File: config.mk
export PLATFORM = sky130hd
export DESIGN_NAME = tcm_boot_loader
export DESIGN_NICKNAME = d
export VERILOG_FILES = /design/src/rtl/tcm_boot_loader.sv
export SDC_FILE = /design/constraint.sdc
export NUM_CORES = 1
export LEC_CHECK = 0
export ABC_AREA = 1
export BUFFER_PORTS_ARGS = -buffer_cell sky130_fd_sc_hd__buf_2
export CAP_MARGIN = 0
export CORE_UTILIZATION = 30
export DETAILED_ROUTE_END_ITERATION = 8
export PLACE_DENSITY_LB_ADDON = 0.25
export SYNTH_ARGS = -nofsm -noshare
export SYNTH_HDL_FRONTEND = slang
export SYNTH_SLANG_ARGS = --single-unit
File: constraint.sdc
create_clock -name clk -period 4.05 [get_ports clk]
set_clock_uncertainty 0.15 [all_clocks]
set_input_delay 0.2025 -clock clk [delete_from_list [all_inputs] [get_ports clk]]
set_output_delay 0.2025 -clock clk [all_outputs]
set_load 0.05 [all_outputs]
File: src/rtl/tcm_boot_loader.sv
// Byte-stream boot loader: takes a length-prefixed little-endian image, writes it
// word by word into the TCM, then releases the core from reset.
module tcm_boot_loader #(
    parameter int unsigned        ADDR_W    = 17,
    parameter logic [ADDR_W-1:0]  BASE_ADDR = '0,
    parameter int unsigned        TIMEOUT   = 65535
) (
    input  logic              clk,
    input  logic              rst,
    input  logic              start,
    input  logic [7:0]        s_data,
    input  logic              s_valid,
    output logic              s_ready,
    output logic              mem_wr,
    output logic [ADDR_W-1:0] mem_addr,
    output logic [31:0]       mem_wdata,
    input  logic              mem_ack,
    output logic              core_rst,
    output logic              busy,
    output logic              done,
    output logic              err,
    output logic [ADDR_W:0]   word_cnt
);

    localparam int unsigned WD_W     = $clog2(TIMEOUT + 1);
    localparam logic [32:0] CAPACITY = 33'(1) << ADDR_W;

    typedef enum logic [2:0] {
        S_IDLE,
        S_HDR,
        S_DATA,
        S_WRITE,
        S_DONE,
        S_ERR
    } state_e;

    state_e            state_q, state_d;
    logic [31:0]       len_q, len_d;
    logic [1:0]        byte_idx_q, byte_idx_d;
    logic [WD_W-1:0]   wd_q, wd_d;
    logic [ADDR_W-1:0] addr_q, addr_d;
    logic [31:0]       wdata_q, wdata_d;
    logic [ADDR_W:0]   cnt_q, cnt_d;
    logic              s_ready_q, s_ready_d;
    logic              mem_wr_q, mem_wr_d;
    logic              core_rst_q, core_rst_d;
    logic              busy_q, busy_d;
    logic              done_q, done_d;
    logic              err_q, err_d;

    logic              xfer;
    logic [31:0]       hdr_len;

    // Next-state, datapath and registered-output decode
    always_comb begin
        state_d    = state_q;
        len_d      = len_q;
        byte_idx_d = byte_idx_q;
        wd_d       = wd_q;
        addr_d     = addr_q;
        wdata_d    = wdata_q;
        cnt_d      = cnt_q;
        xfer       = s_valid && s_ready_q;
        hdr_len    = {s_data, len_q[23:0]};

        unique case (state_q)
            S_IDLE, S_DONE, S_ERR: begin
                if (start) begin
                    state_d    = S_HDR;
                    len_d      = '0;
                    byte_idx_d = '0;
                    cnt_d      = '0;
                    addr_d     = BASE_ADDR;
                end
            end
            S_HDR: begin
                if (xfer) begin
                    len_d[{byte_idx_q, 3'b000} +: 8] = s_data;
                    byte_idx_d = byte_idx_q + 2'd1;
                    if (byte_idx_q == 2'd3) begin
                        if (hdr_len == 32'd0) begin
                            state_d = S_DONE;
                        end else if ({1'b0, hdr_len} > CAPACITY) begin
                            state_d = S_ERR;
                        end else begin
                            state_d = S_DATA;
                            addr_d  = BASE_ADDR;
                        end
                    end
                end
            end
            S_DATA: begin
                if (xfer) begin
                    wdata_d[{byte_idx_q, 3'b000} +: 8] = s_data;
                    byte_idx_d = byte_idx_q + 2'd1;
                    if (byte_idx_q == 2'd3) begin
                        state_d = S_WRITE;
                    end
                end
            end
            S_WRITE: begin
                if (mem_ack) begin
                    cnt_d  = cnt_q + (ADDR_W + 1)'(1);
                    addr_d = addr_q + ADDR_W'(1);
                    if (33'(cnt_q) + 33'd1 == {1'b0, len_q}) begin
                        state_d = S_DONE;
                    end else begin
                        state_d = S_DATA;
                    end
                end
            end
            default: state_d = S_IDLE;
        endcase

        // Idle watchdog: only runs while waiting on the byte stream
        if (state_q == S_HDR || state_q == S_DATA) begin
            if (xfer) begin
                wd_d = '0;
            end else begin
                wd_d = wd_q + WD_W'(1);
                if (wd_d == WD_W'(TIMEOUT)) begin
                    state_d = S_ERR;
                end
            end
        end else begin
            wd_d = '0;
        end

        s_ready_d  = (state_d == S_HDR) || (state_d == S_DATA);
        mem_wr_d   = (state_d == S_WRITE);
        busy_d     = (state_d == S_HDR) || (state_d == S_DATA) || (state_d == S_WRITE);
        done_d     = (state_d == S_DONE);
        err_d      = (state_d == S_ERR);
        core_rst_d = (state_d != S_DONE);
    end

    always_ff @(posedge clk or posedge rst) begin
        if (rst) begin
            state_q    <= S_IDLE;
            len_q      <= '0;
            byte_idx_q <= '0;
            wd_q       <= '0;
            addr_q     <= BASE_ADDR;
            wdata_q    <= '0;
            cnt_q      <= '0;
            s_ready_q  <= 1'b0;
            mem_wr_q   <= 1'b0;
            core_rst_q <= 1'b1;
            busy_q     <= 1'b0;
            done_q     <= 1'b0;
            err_q      <= 1'b0;
        end else begin
            state_q    <= state_d;
            len_q      <= len_d;
            byte_idx_q <= byte_idx_d;
            wd_q       <= wd_d;
            addr_q     <= addr_d;
            wdata_q    <= wdata_d;
            cnt_q      <= cnt_d;
            s_ready_q  <= s_ready_d;
            mem_wr_q   <= mem_wr_d;
            core_rst_q <= core_rst_d;
            busy_q     <= busy_d;
            done_q     <= done_d;
            err_q      <= err_d;
        end
    end

    assign s_ready   = s_ready_q;
    assign mem_wr    = mem_wr_q;
    assign mem_addr  = addr_q;
    assign mem_wdata = wdata_q;
    assign core_rst  = core_rst_q;
    assign busy      = busy_q;
    assign done      = done_q;
    assign err       = err_q;
    assign word_cnt  = cnt_q;

endmodule

==> results.toml, run 1 <==
[global_routing]
groute.usage.overall_pct = 17.1
grt_pass1_vias = 5933
grt_antenna_before_repair = 0
largest_net_degree_at_the_start_of_global_routing = 76
grt-ovfl-total = 0
global_route_wire_length_before_repair_um = 31400

[detailed_routing]
route.detailed.wl_per_inst_um = 15.0
detailroute.wirelength.met3_um = 871
vias = 6146
detailedRoute.firstPassIterationCount = 5
routed.top_layer = "met4"
routed-wl-met2_um = 8290
drc_errors = 0
wl_um = 19100
avgViaCountPerCell = 4.81
wl_met1_um = 9650
ant_nets = 0
drt_iter0_markers = 408

[clocking]
post-cts-setup-buffers = 0
clock_tree.buffer_depth = 2
clock_tree.root_cell = "sky130_fd_sc_hd__clkbuf_16"
clk_pin_slew_worst_paths_ns = 0.06
source_to_sink_clock_delay_at_the_later_pin_of_the_worst_skew_pair_ns = 0.43
cts_tree = "done"
clock_tree.htree_level_count = 4
numCtsBuffers = 17
clock_sink_count = 126

[worst_setup_path]
crit_path_max_fanout = 18
crit_path_start_kind = "flip-flop"
cp_data_arrival_time_ns = 3.01
path_class = "flip-flop to flip-flop"
critical_path_required_ns = 4.22
endpoint_kind_of_the_worst_setup_timing_path = "flip-flop"

[min_path]
worstHoldPathType = "input pin to flip-flop"

[synthesis]
synth-adder-area-share_pct = 1.46
synth.top_cells.by_area = "sky130_fd_sc_hd__dfrtp_1 (46%), sky130_fd_sc_hd__nand2_1 (11%), sky130_fd_sc_hd__inv_1 (7.4%)"
syn-mean-instance-area_um2 = 7.73
ys_types = 42
synthesis.instances = 888
synthesis.area_um2 = 6870
post-synth-top-area-cell = "sky130_fd_sc_hd__dfrtp_1"
yosys_most_used_dff = "sky130_fd_sc_hd__dfrtp_1"
synth_top_family_by_area = "simple AND/OR/NAND/NOR gates"
asyncSetResetFlopFracSynth_pct = 100
yosys_warnings = 0
synthMuxAreaShare_pct = 0.820
syn-num-nets = 909
synth-compound-area-share_pct = 9.75
ys_ff_latch = 126
synth_enable_flop_cells = 0
ys_seq_area_share_pct = 45.9
synth_xor_xnor_area_share_pct = 3.79
synth_simple_gate_area_share_pct = 29.1
area_share_of_the_largest_cell_type_after_synthesis_pct = 45.6

[sta]
maxSlewViolCount = 0
fin_ws_ns = 1.20
tightest_slew_ns = 0.978
rsz0062_at_grt = "no"
min_period_ns = 2.85
setup_violations = 0
slew-limit-headroom_pct = 34.8
finalHoldViolCount = 0
final.setup.tns_ns = 0
timing.fmax_mhz = 351
final_min_period_over_clock_period_pct = 70.3

[place]
dp.final_hpwl_um = 14500
place_ws_ns = 1.25
dp_cells = 1244
gp_congestion = 0.920
io_buffers = 85

[layout]
post_route_cells_drive_above_1_share_pct = 16.4
antenna-diode-count = 0
top_library_cells_by_usage_in_the_layout_fill_and_taps_aside = "sky130_fd_sc_hd__nand2_1 (206), sky130_fd_sc_hd__inv_1 (135), sky130_fd_sc_hd__dfrtp_1 (125)"
flow.area_growth_from_synthesis_pct = 19.4
final_nets = 1005
layout_commonest_cell = "sky130_fd_sc_hd__nand2_1"
final_cell_count_no_fill = 1277

[power]
vdd_drop_max_mv = 0.433
power_per_unit_of_standard_cell_area_nw_per_um2 = 582
total_power_mw = 4.77
cellLeakagePower_nw = 3.91

[floorplan]
die_h_um = 153
core.rowCount = 54
design.core.area_um2 = 22200
start_util_pct = 31.0
die_x_um = 153
io-pin-count = 86
floorplan.die_area_um2 = 23500

[status]
run_status = "completed"

[run]
number_of_violations_of_the_max_capacitance_limit = 0
through the flow:
step / instance area [um2] / util, % / hold WS [ns]
after floorplan: 6870 / - / 0.253
after global placement: 7600 / 34.3 / 0.308
after detailed placement: 7600 / 34.3 / 0.311
after CTS: 8200 / 37.0 / 0.0261
after global routing: 8200 / 37.0 / 0.0523
final: 8200 / 37.0 / 0.0480
power by group:
group	internal (mW)	switching, mW
sequential	1.41	0.132
clock	0.939	0.594
combinational	0.397	1.29
routing by layer:
layer / global-route usage (%) / up-vias
met5: 0 / -
met4: 5.53 / 0
met3: 3.80 / 30
met2: 25.8 / 160
met1: 24.2 / 2889
li1: - / 3067
cell usage after synthesis (8+ instances only):
cell type                 count
sky130_fd_sc_hd__nand3_1     66
sky130_fd_sc_hd__o21ai_0     44
sky130_fd_sc_hd__o21a_1       9
sky130_fd_sc_hd__nor3_1      22
sky130_fd_sc_hd__nand4_1     17
sky130_fd_sc_hd__xor2_1      19
sky130_fd_sc_hd__dfrtp_1    125
sky130_fd_sc_hd__nand2_1    206
sky130_fd_sc_hd__inv_2       10
sky130_fd_sc_hd__nor2_2       8
sky130_fd_sc_hd__o22ai_1     34
sky130_fd_sc_hd__inv_1      136
sky130_fd_sc_hd__ha_1         8
sky130_fd_sc_hd__o31ai_1      9
sky130_fd_sc_hd__nor2_1     113
worst max-delay path: stages, from the launching register on:
cell and delay [ns]:
sky130_fd_sc_hd__dfrtp_1 0.69, sky130_fd_sc_hd__ha_1 0.31, sky130_fd_sc_hd__inv_1 0.07, sky130_fd_sc_hd__nor2_1 0.21, sky130_fd_sc_hd__inv_1 0.12, sky130_fd_sc_hd__nor2_1 0.11, sky130_fd_sc_hd__nand2_1 0.13, sky130_fd_sc_hd__a21boi_4 0.40
sky130_fd_sc_hd__inv_4 0.15, sky130_fd_sc_hd__nor2_2 0.17, sky130_fd_sc_hd__inv_2 0.08, sky130_fd_sc_hd__o21ai_1 0.08, sky130_fd_sc_hd__nor2_1 0.06
path summary, 6_finish.rpt:
path                               startpoint            to  slack [ns]  cells after the start
worst min register to register   mem_wdata[3]  mem_wdata[3]        0.32                      2
min in group asynchronous                 rst  mem_addr[12]        0.41                      3
worst min-delay path                    start    state_q[0]        0.05                      5
worst max register to register  byte_idx_q[0]   mem_addr[5]        1.20                     12
worst max-delay path            byte_idx_q[0]   mem_addr[5]        1.20                     12
max in group asynchronous                 rst      core_rst        2.33                      4
kinds of logic after synthesis:
kind of cell    after synthesis
xor+xnor                     25
flops                       126
simple gates                454
mux                           5
fa+ha+maj                     8
compound gates              110
buf+inv                     160
state kept, by name, summed over array words and instances (netlist names):
| signal | flops |
|---|---|
| busy | 1 |
| byte_idx_q | 2 |
| core_rst | 1 |
| done | 1 |
| err | 1 |
| len_q | 32 |
| mem_addr | 17 |
| mem_wdata | 32 |
| mem_wr | 1 |
| s_ready | 1 |
| state_q | 3 |
| wd_q | 16 |
| word_cnt | 18 |
what timing repair did:
item                      4_1_cts  5_1_grt
resized for setup               0        0
hold endpoints to repair       73        0
hold buffers                    1        0
cell type report:
cell class                      instances  area (um2)
Fill cell                            2319       14000
Sequential cell                       126        3150
Multi-Input combinational cell        602        3080
Inverter                              149         567
Clock buffer                           19         453
Timing Repair Buffer                   88         450
Tap cell                              280         350
Clock inverter                         13         139
(Power assumes the default switching activity.)
==> inputs of run 2 (changes only) <==
- ABC_AREA: 1 -> 0
- clock period: 4.05 -> 2.4 ns (I/O delays scaled with it)
==> run 2 against run 1 <==
Effect of this change: the flow now finishes with violations (negative setup slack); hold slack got worse by 0.038 ns; total power increased by 80%; clock power increased by 72%; combinational power increased by 95%; sequential share of layout area decreased by 4.5 points; cell count decreased by 5.6%; critical endpoint is now err; largest power group unchanged; highest routed layer unchanged.
==> results.toml, run 2 <==
[synthesis]
post_synth_most_frequent_cells = "sky130_fd_sc_hd__dfrtp_1 (125), sky130_fd_sc_hd__nand2_1 (113), sky130_fd_sc_hd__o21ai_0 (59)"
yosys_warnings = 0
yosys_most_used_dff = "sky130_fd_sc_hd__dfrtp_1"
synthesis.instances = 712
syn-mean-instance-area_um2 = 9.28
synth.top_cells.by_area = "sky130_fd_sc_hd__dfrtp_1 (47%), sky130_fd_sc_hd__nand2_1 (6.4%), sky130_fd_sc_hd__a22o_1 (4.5%)"
synth_most_common_cell = "sky130_fd_sc_hd__dfrtp_1"
ys_seq_area_share_pct = 47.7
post-synth-top-area-cell = "sky130_fd_sc_hd__dfrtp_1"
synth_enable_flop_cells = 0
area_share_of_the_largest_cell_type_after_synthesis_pct = 47.3
ys_ff_latch = 126
asyncSetResetFlopFracSynth_pct = 100
synthesis.area_um2 = 6610
ys_types = 68
syn-num-nets = 733

[worst_setup_path]
critical_path.cell_chain = "ha_4 -> nand4_1 -> or4_4 -> a311oi_2 -> and4b_4 -> nand4_1 -> or3b_4 -> and2_4"
path_class = "flip-flop to flip-flop"
timing.critical_path.from = "word_cnt[0]"
setup.worst_path.end = "err"
ff2ff_path_depth = 8
cp_data_arrival_time_ns = 2.73
critical_path_required_ns = 2.57
critPathMaxStageDelay_ns = 0.51
ff2ff_setup_slack_ns = -0.16
max_stage_delay_cell_worst_path = "sky130_fd_sc_hd__or4_4"
crit_path_max_fanout = 4
timing.critical_path.mode_cell = "sky130_fd_sc_hd__nand4_1"
ff_to_ff_start = "word_cnt[0]"
endpoint_kind_of_the_worst_setup_timing_path = "flip-flop"
critical_register_to_register_path_endpoint = "err"
crit_path_start_kind = "flip-flop"

[min_path]
hold_path.startpoint = "s_data[0]"
worstHoldPathType = "input pin to flip-flop"

[sta]
setup_violations = 18
finalHoldViolCount = 0
final.setup.tns_ns = -1.17
slew-limit-headroom_pct = 59.7
final_min_period_over_clock_period_pct = 107
timing.fmax_mhz = 391
maxSlewViolCount = 0
rsz0062_at_grt = "yes"
fin_ws_ns = -0.161
tightest_slew_ns = 0.601
min_period_ns = 2.56

[detailed_routing]
drc_errors = 0
detailedRoute.firstPassIterationCount = 4
vias = 6087
drt_iter0_markers = 336
avgViaCountPerCell = 5.05
wl_um = 19900
route.detailed.wl_per_inst_um = 16.5
ant_nets = 0

[floorplan]
floorplan.die_area_um2 = 22600
start_util_pct = 31.0
design.core.area_um2 = 21300
die_h_um = 150
die_x_um = 150
core.rowCount = 53
io-pin-count = 86

[power]
cellLeakagePower_nw = 4.31
total_power_mw = 8.58
internal-power_mw = 5.56
vdd_drop_max_mv = 0.598
power.share.clock_pct = 30.6
power_per_unit_of_standard_cell_area_nw_per_um2 = 919
comb_power_share_pct = 38.4
netSwitchingPower_mw = 3.02
pwr-share-seq_pct = 30.9
power.switching_fraction_pct = 35.2

[clocking]
clock_tree.htree_level_count = 4
numCtsBuffers = 17
clock_tree.buffer_depth = 2
clock_sink_count = 126
source_to_sink_clock_delay_at_the_later_pin_of_the_worst_skew_pair_ns = 0.42
clock_tree.root_cell = "sky130_fd_sc_hd__clkbuf_16"
clk_pin_slew_worst_paths_ns = 0.06
cts_tree = "done"

[place]
gp_congestion = 0.822
io_buffers = 85
dp.final_hpwl_um = 14200
postPlaceCellArea_um2 = 8260
place_ws_ns = -0.236

[layout]
antenna-diode-count = 0
post_route_cells_drive_above_1_share_pct = 35.8
top_library_cells_by_usage_in_the_layout_fill_and_taps_aside = "sky130_fd_sc_hd__buf_4 (122), sky130_fd_sc_hd__nand2_1 (109), sky130_fd_sc_hd__dfrtp_1 (108)"
finish.utilization_pct = 43.9
flow.area_growth_from_synthesis_pct = 41.4
layout_commonest_cell = "sky130_fd_sc_hd__buf_4"
finalInstanceArea_um2 = 9340
final_nets = 941

[status]
violations_in_the_final_reports = "negative setup slack"
run_status = "finished, violations left"

[global_routing]
largest_net_degree_at_the_start_of_global_routing = 51
grt-ovfl-total = 0
global_route_wire_length_before_repair_um = 32100
grt_antenna_before_repair = 0
grt_pass1_vias = 6056
groute.usage.overall_pct = 18.5

[run]
number_of_violations_of_the_max_capacitance_limit = 0
[run 2: layout make-up]
type,count,area (um2)
multi-input combinational,533,3580
tap,275,344
clock buffer,20,447
fill,2094,11900
timing repair buffer,228,1590
sequential,126,3180
clock inverter,10,140
inverter,14,57.6
[run 2: cells by family after synthesis]
logic type	Yosys count	share of synthesized area [%]
AND/OR/NAND/NOR	309	24.0
AO/OA/AOI/OAI	167	16.7
flip-flops	126	47.7
buffers and inverters	54	3.29
XOR/XNOR	42	5.79
adder cells (fa/ha/maj)	8	1.51
multiplexers	6	0.928
[run 2: critical path, delay by kind of cell (launching register included)]
kind	cells	cell delay, ns
compound gates	1	0.26
fa+ha+maj	1	0.13
flops	1	0.39
simple gates	6	1.53
[run 2: per-layer routing]
layer  vias to the layer above  wire (um)  track usage (%)
met5                         -          0                0
met4                         0         93             4.49
met2                       114       9120             29.0
met3                         6        911             3.97
met1                      2958       9820             25.9
li1                       3009          -                -
[run 2: timing repair]
action	CTS	global route
setup endpoints to repair	38	40
gates resized for setup	30	50
buffers inserted	4	2
cloned	1	0
hold endpoints to repair	177	0
hold buffers	9	0
pin swaps	14	40
[run 2: how the worst min path moves through the flow]
stage / slack, ns / to / cells after the start
after floorplan: 0.14 / mem_wr / 1
after global placement: -0.09 / mem_addr[15] / 2
after detailed placement: -0.09 / mem_addr[15] / 2
after CTS: 0.005 / mem_wdata[8] / 4
after global routing: 0.02 / mem_wdata[0] / 3
final: 0.01 / mem_wdata[16] / 4
[run 2: power groups by stage]
stage / sequential, mW / combinational [mW] / clock (mW)
after global placement: 2.66 / 2.97 / 0
after detailed placement: 2.66 / 2.99 / 0
after floorplan: 2.87 / 1.60 / 0
after CTS: 2.64 / 3.21 / 2.68
final: 2.66 / 3.30 / 2.63
after global routing: 2.69 / 3.58 / 2.78
[run 2: through the flow]
step | hold WS, ns | cells
after floorplan | 0.138 | 712
after global placement | -0.0890 | 1161
after detailed placement | -0.0873 | 1161
after CTS | 0.00478 | 1204
after global routing | 0.0200 | 1206
final | 0.0104 | 1206
